[src/rtl/cpu_pkg.sv]
// Shared definitions for the 4-bit CPU front end: widths, instruction fields,
// fetch FSM states and the queued fetch entry layout.
package cpu_pkg;
    localparam int AW = 4;
    localparam int IW = 8;
    localparam logic [3:0] NOP = 4'b0000;

    typedef enum logic {IDLE = 1'b0, RUN = 1'b1} fetch_state_e;

    typedef struct packed {
        logic [AW-1:0] pc;
        logic [IW-1:0] instr;
    } fetch_entry_t;

    function automatic logic [3:0] opcode(input logic [IW-1:0] instr);
        return instr[7:4];
    endfunction

    function automatic logic [1:0] rd(input logic [IW-1:0] instr);
        return instr[3:2];
    endfunction

    function automatic logic [1:0] rs(input logic [IW-1:0] instr);
        return instr[1:0];
    endfunction
endpackage

[src/rtl/sync_fifo.sv]
// Synchronous FIFO with flush. Pointers carry one extra wrap bit so that
// full and empty can be told apart when the index bits match.
module sync_fifo #(
    parameter int DEPTH = 4,
    parameter int W     = 12,
    localparam int PW   = $clog2(DEPTH)
) (
    input  logic          clk,
    input  logic          rst_n,
    input  logic          flush,
    input  logic          push,
    input  logic [W-1:0]  wdata,
    input  logic          pop,
    output logic [W-1:0]  rdata,
    output logic [PW:0]   count,
    output logic          full,
    output logic          empty
);
    logic [W-1:0] mem [DEPTH];
    logic [PW:0]  wr_ptr;
    logic [PW:0]  rd_ptr;

    assign count = wr_ptr - rd_ptr;
    assign empty = (wr_ptr == rd_ptr);
    assign full  = (wr_ptr[PW] != rd_ptr[PW]) && (wr_ptr[PW-1:0] == rd_ptr[PW-1:0]);
    assign rdata = mem[rd_ptr[PW-1:0]];

    // Storage is reset too so the head reads as zero straight out of reset.
    always_ff @(posedge clk or negedge rst_n) begin
        if (!rst_n) begin
            wr_ptr <= '0;
            rd_ptr <= '0;
            for (int i = 0; i < DEPTH; i++) mem[i] <= '0;
        end else if (flush) begin
            wr_ptr <= '0;
            rd_ptr <= '0;
        end else begin
            if (push) begin
                mem[wr_ptr[PW-1:0]] <= wdata;
                wr_ptr <= wr_ptr + 1'b1;
            end
            if (pop && !empty) rd_ptr <= rd_ptr + 1'b1;
        end
    end

    a_no_overflow: assert property (@(posedge clk) disable iff (!rst_n) !(push && full && !flush));
endmodule

[src/rtl/instr_fetch_queue.sv]
// Fetch stage: owns the PC, reads a synchronous instruction memory and queues
// returned instructions for decode. Redirect flushes the queue and any read in flight.
module instr_fetch_queue #(
    parameter int DEPTH = 4,
    parameter int AW    = cpu_pkg::AW,
    parameter int IW    = cpu_pkg::IW,
    localparam int CW   = $clog2(DEPTH) + 1
) (
    input  logic          clk,
    input  logic          rst_n,
    input  logic          fetch_en,
    input  logic          redirect_valid,
    input  logic [AW-1:0] redirect_pc,
    output logic          imem_rd_en,
    output logic [AW-1:0] imem_addr,
    input  logic [IW-1:0] imem_rdata,
    output logic          ins_valid,
    input  logic          ins_ready,
    output logic [IW-1:0] ins_data,
    output logic [AW-1:0] ins_pc,
    output logic [CW-1:0] q_count
);
    cpu_pkg::fetch_state_e state;
    logic [AW-1:0]         pc;
    logic [AW-1:0]         inflight_pc;
    logic                  inflight;
    logic                  credit;
    logic                  issue;
    logic                  push;
    logic                  pop;
    logic                  fifo_full;
    logic                  fifo_empty;
    logic [AW+IW-1:0]      head;

    // Credit counts the read in flight as occupied, so the queue can never overflow.
    // Registered occupancy is used: a pop frees credit only on the following cycle.
    assign credit     = ({1'b0, q_count} + {{CW{1'b0}}, inflight}) < (CW+1)'(DEPTH);
    assign issue      = rst_n & fetch_en & ~redirect_valid & credit;
    assign imem_rd_en = issue;
    assign imem_addr  = pc;

    // A redirect kills the returning read; it is simply not written.
    assign push = inflight & ~redirect_valid;
    assign pop  = ins_valid & ins_ready;

    always_ff @(posedge clk or negedge rst_n) begin
        if (!rst_n) begin
            state       <= cpu_pkg::IDLE;
            pc          <= '0;
            inflight    <= 1'b0;
            inflight_pc <= '0;
        end else begin
            state    <= fetch_en ? cpu_pkg::RUN : cpu_pkg::IDLE;
            inflight <= issue;
            if (issue) begin
                inflight_pc <= pc;
                pc          <= pc + 1'b1;
            end
            if (redirect_valid) pc <= redirect_pc;
        end
    end

    sync_fifo #(.DEPTH(DEPTH), .W(AW+IW)) u_fifo (
        .clk   (clk),
        .rst_n (rst_n),
        .flush (redirect_valid),
        .push  (push),
        .wdata ({inflight_pc, imem_rdata}),
        .pop   (pop),
        .rdata (head),
        .count (q_count),
        .full  (fifo_full),
        .empty (fifo_empty)
    );

    assign ins_valid         = ~fifo_empty;
    assign {ins_pc, ins_data} = head;

    // Nothing issues while IDLE, so no read can be outstanding there.
    a_idle_quiet: assert property (@(posedge clk) disable iff (!rst_n) (state == cpu_pkg::IDLE) |-> !inflight);
    a_no_push_full: assert property (@(posedge clk) disable iff (!rst_n) !(push && fifo_full));
endmodule

[config.mk]
export PLATFORM = sky130hd
export DESIGN_NAME = instr_fetch_queue
export DESIGN_NICKNAME = d
export VERILOG_FILES = /design/src/rtl/cpu_pkg.sv /design/src/rtl/sync_fifo.sv /design/src/rtl/instr_fetch_queue.sv
export SDC_FILE = /design/constraint.sdc
export NUM_CORES = 1
export LEC_CHECK = 0
export ABC_AREA = 1
export CELL_PAD_IN_SITES_DETAIL_PLACEMENT = 2
export CELL_PAD_IN_SITES_GLOBAL_PLACEMENT = 2
export CORE_UTILIZATION = 34
export CTS_CLUSTER_SIZE = 28
export DETAILED_ROUTE_END_ITERATION = 10
export PLACE_DENSITY_LB_ADDON = 0.1
export SLEW_MARGIN = 5
export SYNTH_ARGS = -nofsm -noshare
export SYNTH_HDL_FRONTEND = slang
export SYNTH_HIERARCHICAL = 1
export SYNTH_SLANG_ARGS = --single-unit
export TNS_END_PERCENT = 10
[constraint.sdc]
create_clock -name clk -period 2.41 [get_ports clk]
set_input_delay 0.482 -clock clk [delete_from_list [all_inputs] [get_ports clk]]
set_output_delay 0.482 -clock clk [all_outputs]
set_load 0.02 [all_outputs]
Word level (Yosys, flattened, before mapping) --
Index checks and enable logic that the tools add are counted.
Cells by class: add/sub/neg operators 5, $lt $le $gt $ge 4, eq/ne operators 1, muxes and demuxes 12, bitwise operators 9, reductions and logical operators 7
Operators with widths (count):
- bitwise mux 48 bit | 1
- two-way mux 12 bit | 3
- binary-select mux 12 bit (select 2 bit) | 1
- demux 12 bit (select 2 bit) | 1
- two-way mux 3 bit | 4
- two-way mux 4 bit | 2
- adder 3 x 1 -> 3 bit, second input constant | 2
- greater-or-equal comparator 3 bit, second input constant | 2
- inverter 2 -> 3 bit | 2
- nonzero test 2 bit | 3
- bitwise AND 1 bit | 5
- adder 3 x 1 -> 4 bit | 1
- adder 4 x 1 -> 4 bit, second input constant | 1
- less-than comparator 4 x 3 -> 1 bit, second input constant | 1
- == test 3 bit | 1
- less-than comparator 3 x 1 -> 1 bit, second input constant | 1
- subtractor 3 bit | 1
- logical AND 1 bit | 2
- inverter 1 bit | 2
- AND reduction 2 bit | 1
- zero test 1 bit | 1
Word-level totals: flip-flop bits (word level) 63, input port bits 17, output and inout port bits 21, logic and storage cells 47

Depth between registers and ports, before layout --
Gate-level depths: netlist of run 1.
depth in word-level cells 6, gate-level depth with buffers 11, depth with buffers taken out 10

Hierarchy --
Netlist of run 1, hierarchy kept.
By module, submodules not included:
- sync_fifo | instances 1, cells each 290, area each 2690.1 um^2, seq. area each 1351.3 um^2
- instr_fetch_queue | instances 1, cells each 61, area each 514.2 um^2, seq. area each 225.2 um^2

Least setup slack after synthesis of run 1 --
Ideal clock, no wire load.
kind flip-flop to output port, from register u_fifo.wr_ptr[0], to output port imem_rd_en, arrival 1.945 ns, required time 1.928 ns, setup slack -0.017 ns, stages on the path, launching flop included 9, path buffers 0, path through dfrtp_1 -> inv_1 -> ha_1 -> inv_1 -> fa_1 -> xnor2_1 -> nor2_8 -> nand2_4 -> nor2_8
On the way: longest elaborated chain between the ends 4
Ends and longest elaborated chain:
- start: declaration | line sync_fifo.sv:20 | logic [PW:0] wr_ptr;
- start signal: assignment | line sync_fifo.sv:40 | wr_ptr <= wr_ptr + 1'b1;
- subtractor 3 bit | line sync_fifo.sv:23 | assign count = wr_ptr - rd_ptr;
- via q_count[2] | line instr_fetch_queue.sv:21 | output logic [CW-1:0] q_count
- adder 3 x 1 -> 4 bit | line instr_fetch_queue.sv:37 | assign credit = ({1'b0, q_count} + {{CW{1'b0}}, inflight}) < (CW+1)'(DEPTH);
- less-than comparator 4 x 3 -> 1 bit | line instr_fetch_queue.sv:37
- bitwise AND 1 bit | line instr_fetch_queue.sv:38 | assign issue = rst_n & fetch_en & ~redirect_valid & credit;
- end: declaration | line instr_fetch_queue.sv:14 | output logic imem_rd_en,
The timed path passes the listed nets, and every way through them passes these cells.

Worst setup path after layout of run 1 --
from register u_fifo.wr_ptr[0], to output port imem_rd_en
On the way: longest elaborated chain between the ends 4
Ends and longest elaborated chain (line):
- subtractor 3 bit | sync_fifo.sv:23
- adder 3 x 1 -> 4 bit | instr_fetch_queue.sv:37
- less-than comparator 4 x 3 -> 1 bit | instr_fetch_queue.sv:37
- bitwise AND 1 bit | instr_fetch_queue.sv:38
Every way passes these cells.

==> flow_summary.json, run 1 <==
{
  "outcome": "finished with violations",
  "failed_checks": "setup timing",
  "maxSlewViolCount": 0,
  "core_area_sq_um": 9200,
  "maxCapViolations": 0,
  "worstMarginPinSlew_ps": 836,
  "r2r-end": "imem_addr[3]$_DFFE_PN0P_",
  "fin_total_pwr_mw": 2.68,
  "portBuffers": 37,
  "antenna_cells": 0,
  "cp-start-kind": "flip-flop",
  "syn_to_final_growth_pct": 23.3,
  "fmax_mhz": 400,
  "initial_core_util_pct": 34.8,
  "hold_violations": 0,
  "path_cells": "inv_2 -> ha_4 -> inv_2 -> fa_2 -> nand2_2 -> nor2_4 -> nor2_8 -> buf_6",
  "grt_pass1_wl_mm": 14.6,
  "grt_overflow": 0,
  "r2r_start": "u_fifo/wr_ptr[0]$_DFFE_PN0P_",
  "cts_root_buffer": "clkbuf_8",
  "clk_pin_slew_ps": 70,
  "dp.cells": 497,
  "grt_usage_pct": 19.4,
  "syn_nets": 376,
  "final_cells": 515,
  "hpwl_mm": 5.52,
  "cp_common_cell": "inv_2",
  "reg2reg_slack_ps": 450,
  "critPathMaxStageDelay_ps": 590,
  "p_per_area_nw_per_um2": 679,
  "via_per_inst": 5.02,
  "rows": 35,
  "relSlewSlack_pct": 44.3,
  "fin_nets": 425,
  "crit_arrival_ps": 2020,
  "worst-path-max-fanout": 2,
  "min_period_over_period_pct": 104,
  "final_cell_mix": "nand2_1, dfrtp_1, o21ai_2",
  "syn_avg_cell_area_sq_um": 9.14,
  "final_util_pct": 42.9,
  "wirelength_mm": 8.62,
  "rsz0062_at_grt": "yes",
  "worstSetupEndpointType": "output port",
  "clk_latency_ps": 330,
  "path_class": "flip-flop to output port",
  "syn_area_sq_um": 3200,
  "dr.pass1.iters": 4,
  "cts_tree": "built",
  "setup_viol": 1,
  "worstPathRequired_ps": 1930,
  "drtIter0Drc": 52,
  "vias": 2586,
  "ys_warn_count": 6,
  "vdd_ir_drop_max_uv": 403,
  "whs_ps": 390,
  "worstHoldPathType": "primary input to async pin",
  "gp_congestion": 0.731,
  "cpMaxStageDelayCell": "fa_2",
  "grt_pass1_vias": 2838,
  "drc_errors": 0,
  "netlist_instances": 350,
  "num_io_pins": 38,
  "numCtsBuffers": 9,
  "cts_sinks": 63,
  "cts_max_path_buffers": 2,
  "period_needed_ps": 2500,
  "post-route-worst-setup-slack_ps": -90.8,
  "drive_above_1_share_pct": 22.0,
  "chipHeight_um": 99.0,
  "h-tree-depth": 3,
  "final_common_cell": "nand2_1",
  "antenna_found_initial": 0,
  "die_w_um": 99.0,
  "p_leak_nw": 1.98,
  "routedWlPerCell_um": 16.7,
  "grt_max_degree": 64,
  "antenna_left": 0,
  "ff2ff_path_depth": 10,
  "die_area_sq_um": 9800,
  "skew_ps": 9.48
}
==> metrics by stage <==
stage	instance area, sq um	worst slack [ps]	setup TNS (ps)
6_report	3940	-90.8	-90.8
5_1_grt	3940	-172	-444
4_1_cts	3910	-127	-129
3_5_place_dp	3700	-205	-305
3_3_place_gp	3700	-167	-237
2_1_floorplan	3210	189	0
==> routing by layer <==
metal  wire length [um]  track usage [%]  vias up  share of wire (%)
li1                   -                -     1248                  -
met1               3940             24.9     1317                 46
met2               4480             32.8       19                 52
met3                155             3.76        2                1.8
met4                 46             6.20        0               0.53
met5                  0                0        -                  0
==> worst max path at each step <==
stage	slack [ps]	to	start	cells after the start
3_3_place_gp	-170	imem_rd_en	u_fifo/wr_ptr[0]$_DFFE_PN0P_	9
5_1_grt	-170	imem_rd_en	u_fifo/wr_ptr[0]$_DFFE_PN0P_	8
2_1_floorplan	190	imem_rd_en	u_fifo/wr_ptr[0]$_DFFE_PN0P_	8
3_5_place_dp	-210	imem_rd_en	u_fifo/wr_ptr[0]$_DFFE_PN0P_	9
6_report	-90	imem_rd_en	u_fifo/wr_ptr[0]$_DFFE_PN0P_	8
4_1_cts	-130	imem_rd_en	u_fifo/wr_ptr[0]$_DFFE_PN0P_	8
==> sequential cells by signal (all words and copies together), names as in the netlist <==
signal and cells:
u_fifo/rd_ptr 3, u_fifo/wr_ptr 3, inflight_pc 4, imem_addr 4
u_fifo/mem 48, inflight 1
==> power by group <==
group / switching, mW / internal [mW]
sequential: 0.0536 / 1.14
clock: 0.427 / 0.611
combinational: 0.272 / 0.180
==> layout make-up <==
| class | instances | area [sq um] |
|---|---|---|
| Timing Repair Buffer | 53 | 472 |
| Sequential cell | 63 | 1580 |
| Clock buffer | 11 | 141 |
| Clock inverter | 5 | 81.3 |
| Tap cell | 111 | 139 |
| Fill cell | 1044 | 5250 |
| Inverter | 31 | 116 |
| Multi-Input combinational cell | 241 | 1420 |
==> worst max-delay path, delay by kind of cell, from the launching register on <==
| family | cells | cell delay [ps] |
|---|---|---|
| AND/OR/NAND/NOR | 3 | 300 |
| buffers and inverters | 3 | 250 |
| adder cells (fa/ha/maj) | 2 | 730 |
| flip-flops | 1 | 400 |
==> what timing repair did <==
action                                  in CTS  in global routing
resized for setup                           32                 13
endpoints found under the setup margin      16                  5
hold buffers                                 0                  0
pin swaps                                    1                  3
cloned                                       0                  0
setup buffers                                0                  2
Power figures use the tool's default switching activity.
==> run 2, diff against run 1 <==
--- a/config.mk
+++ b/config.mk
@@ -12,6 +12,7 @@
 export CTS_CLUSTER_SIZE = 28
 export DETAILED_ROUTE_END_ITERATION = 10
 export PLACE_DENSITY_LB_ADDON = 0.1
+export REMOVE_ABC_BUFFERS = 1
 export SLEW_MARGIN = 5
 export SYNTH_ARGS = -nofsm -noshare
 export SYNTH_HDL_FRONTEND = slang
==> run 2 against run 1 <==
Effect of this change: the run still ends with setup timing left; combinational power is essentially flat; sequential share of layout area grew 0.076 points; critical path depth grew 1; total power shrank 2.0%; hold slack gained 36 ps; critical endpoint unchanged.
==> flow_summary.json, run 2 (synthesized netlist as in run 1, its figures left out) <==
{
  "outcome": "finished with violations",
  "failed_checks": "setup timing",
  "syn_to_final_growth_pct": 23.0,
  "fmax_mhz": 411,
  "crit_arrival_ps": 1950,
  "hpwl_mm": 5.93,
  "clk_latency_ps": 340,
  "path_class": "flip-flop to output port",
  "met1_usage_pct": 23.1,
  "initial_core_util_pct": 34.8,
  "path_buf_inv": 3,
  "setup_viol": 1,
  "p_clk_share_pct": 37.2,
  "routedWlPerCell_um": 16.9,
  "worstPathRequired_ps": 1930,
  "vdd_ir_drop_max_uv": 270,
  "min_period_over_period_pct": 101,
  "cts_sinks": 63,
  "cpMaxStageDelayCell": "dfrtp_1",
  "final_common_cell": "nand2_1",
  "grt_usage_pct": 19.5,
  "die_area_sq_um": 9800,
  "chipHeight_um": 99.0,
  "cp_top_family": "adder cells",
  "antenna_cells": 0,
  "wirelength_mm": 8.70,
  "seq_power_share_pct": 45.4,
  "drive_above_1_share_pct": 21.5,
  "dp.cells": 500,
  "largest-register": "u_fifo/mem",
  "die_w_um": 99.0,
  "grt_max_degree": 64,
  "numCtsBuffers": 9,
  "cts_root_buffer": "clkbuf_8",
  "via_per_inst": 5.05,
  "largest_reg_flops": 48,
  "worstSetupEndpointType": "output port",
  "p_per_area_nw_per_um2": 667,
  "fin_nets": 426,
  "vias": 2607,
  "relSlewSlack_pct": 44.4,
  "rows": 35,
  "whs_ps": 427,
  "p_leak_nw": 1.98,
  "final_area_sq_um": 3940,
  "skew_ps": 8.82,
  "dr.pass1.iters": 3,
  "maxCapViolations": 0,
  "cts_max_path_buffers": 2,
  "path_cells": "inv_2 -> ha_4 -> inv_2 -> fa_2 -> xnor2_4 -> nor2_8 -> nand2_4 -> nor2_8 -> buf_6",
  "final_cell_mix": "nand2_1, dfrtp_1, o21ai_2",
  "grt_overflow": 0,
  "sw_frac_of_total_pct": 28.4,
  "grtUsageMet3_pct": 3.12,
  "drtIter0Drc": 36,
  "cp-start-kind": "flip-flop",
  "num_io_pins": 38,
  "portBuffers": 37,
  "grt_pass1_wl_mm": 14.6,
  "final_cells": 516,
  "cell_internal_pwr_mw": 1.88,
  "rsz0062_at_grt": "yes",
  "h-tree-depth": 3,
  "met2_usage_pct": 34.9,
  "worst-path-max-fanout": 2,
  "grt_pass1_vias": 2913,
  "hold_violations": 0,
  "worstHoldPathType": "primary input to async pin",
  "antenna_left": 0,
  "drc_errors": 0,
  "clk_pin_slew_ps": 70,
  "maxSlewViolCount": 0,
  "gp_congestion": 0.770,
  "post_dp_cell_area_sq_um": 3700,
  "fin_total_pwr_mw": 2.62,
  "post-route-worst-setup-slack_ps": -23.5,
  "place_ws_ps": -243,
  "cts_tree": "built",
  "p_comb_share_pct": 17.3,
  "worstMarginPinSlew_ps": 833,
  "critPathMaxStageDelay_ps": 400,
  "busiest_layer": "met2",
  "core_area_sq_um": 9200,
  "period_needed_ps": 2430,
  "antenna_found_initial": 0,
  "p_switching_uw": 744
}
-- run 2: cell count changes in the layout (fill, tap and decap cells not counted), moves of 2 or more --
cell	previous run	this run
clkdlybuf4s15_1	0	2
buf_4	13	15
clkbuf_2	3	1
clkbuf_8	10	12
-- run 2: path summary, 6_finish.rpt --
check / startpoint / to / slack, ps / depth (start not counted)
worst max-delay path: u_fifo/wr_ptr[0]$_DFFE_PN0P_ / imem_rd_en / -20 / 9
worst min-delay path: rst_n / u_fifo/mem[1]$_DFFE_PN0P_ / 430 / 2
worst max register to register: u_fifo/wr_ptr[0]$_DFFE_PN0P_ / imem_addr[1]$_DFFE_PN0P_ / 520 / 10
worst min register to register: u_fifo/mem[15]$_DFFE_PN0P_ / u_fifo/mem[15]$_DFFE_PN0P_ / 480 / 2
max in group asynchronous: rst_n / inflight_pc[3]$_DFFE_PN0P_ / 1440 / 2
min in group clk: u_fifo/mem[15]$_DFFE_PN0P_ / u_fifo/mem[15]$_DFFE_PN0P_ / 480 / 2
-- run 2: power groups by stage --
stage	registers, mW	clock network, mW	logic, mW
final	1.19	0.978	0.455
after global routing	1.20	1.06	0.507
after global placement	1.21	0	0.483
after detailed placement	1.21	0	0.498
after floorplan	1.21	0	0.262
after CTS	1.19	1.01	0.464
-- run 2: worst register-to-register path, cell delays in order (launching register included) --
cell     delay [ps]
dfrtp_1         400
inv_2            80
ha_4            130
inv_2            40
fa_2            390
xnor2_4         170
nor2_8          110
buf_4           140
nand3_4         140
nand3_1         110
nand3_1          70
-- run 2: per-layer routing --
metal / up-vias / wire length (um)
li1: 1251 / -
met1: 1306 / 3850
met2: 37 / 4520
met3: 13 / 199
met4: 0 / 138
met5: - / 0
-- run 2: what timing repair did --
action | 4_1_cts | 5_1_grt
setup buffers | 0 | 1
endpoints found under the setup margin | 16 | 7
hold buffers | 0 | 0
gates resized for setup | 30 | 13
pin swaps | 0 | 6
-- run 2: through the flow --
step	utilization (%)	TNS, ps
2_1_floorplan	-	-731
3_3_place_gp	40.2	-184
3_5_place_dp	40.2	-301
4_1_cts	42.5	-84.1
5_1_grt	42.8	-402
6_report	42.8	-23.5
-- run 2: final cells by class --
type | instances | area [sq um]
timing repair buffer | 54 | 478
fill | 1026 | 5260
clock buffer | 13 | 169
clock inverter | 3 | 40.0
inverter | 31 | 116
multi-input combinational | 241 | 1420
sequential | 63 | 1580
tap | 111 | 139
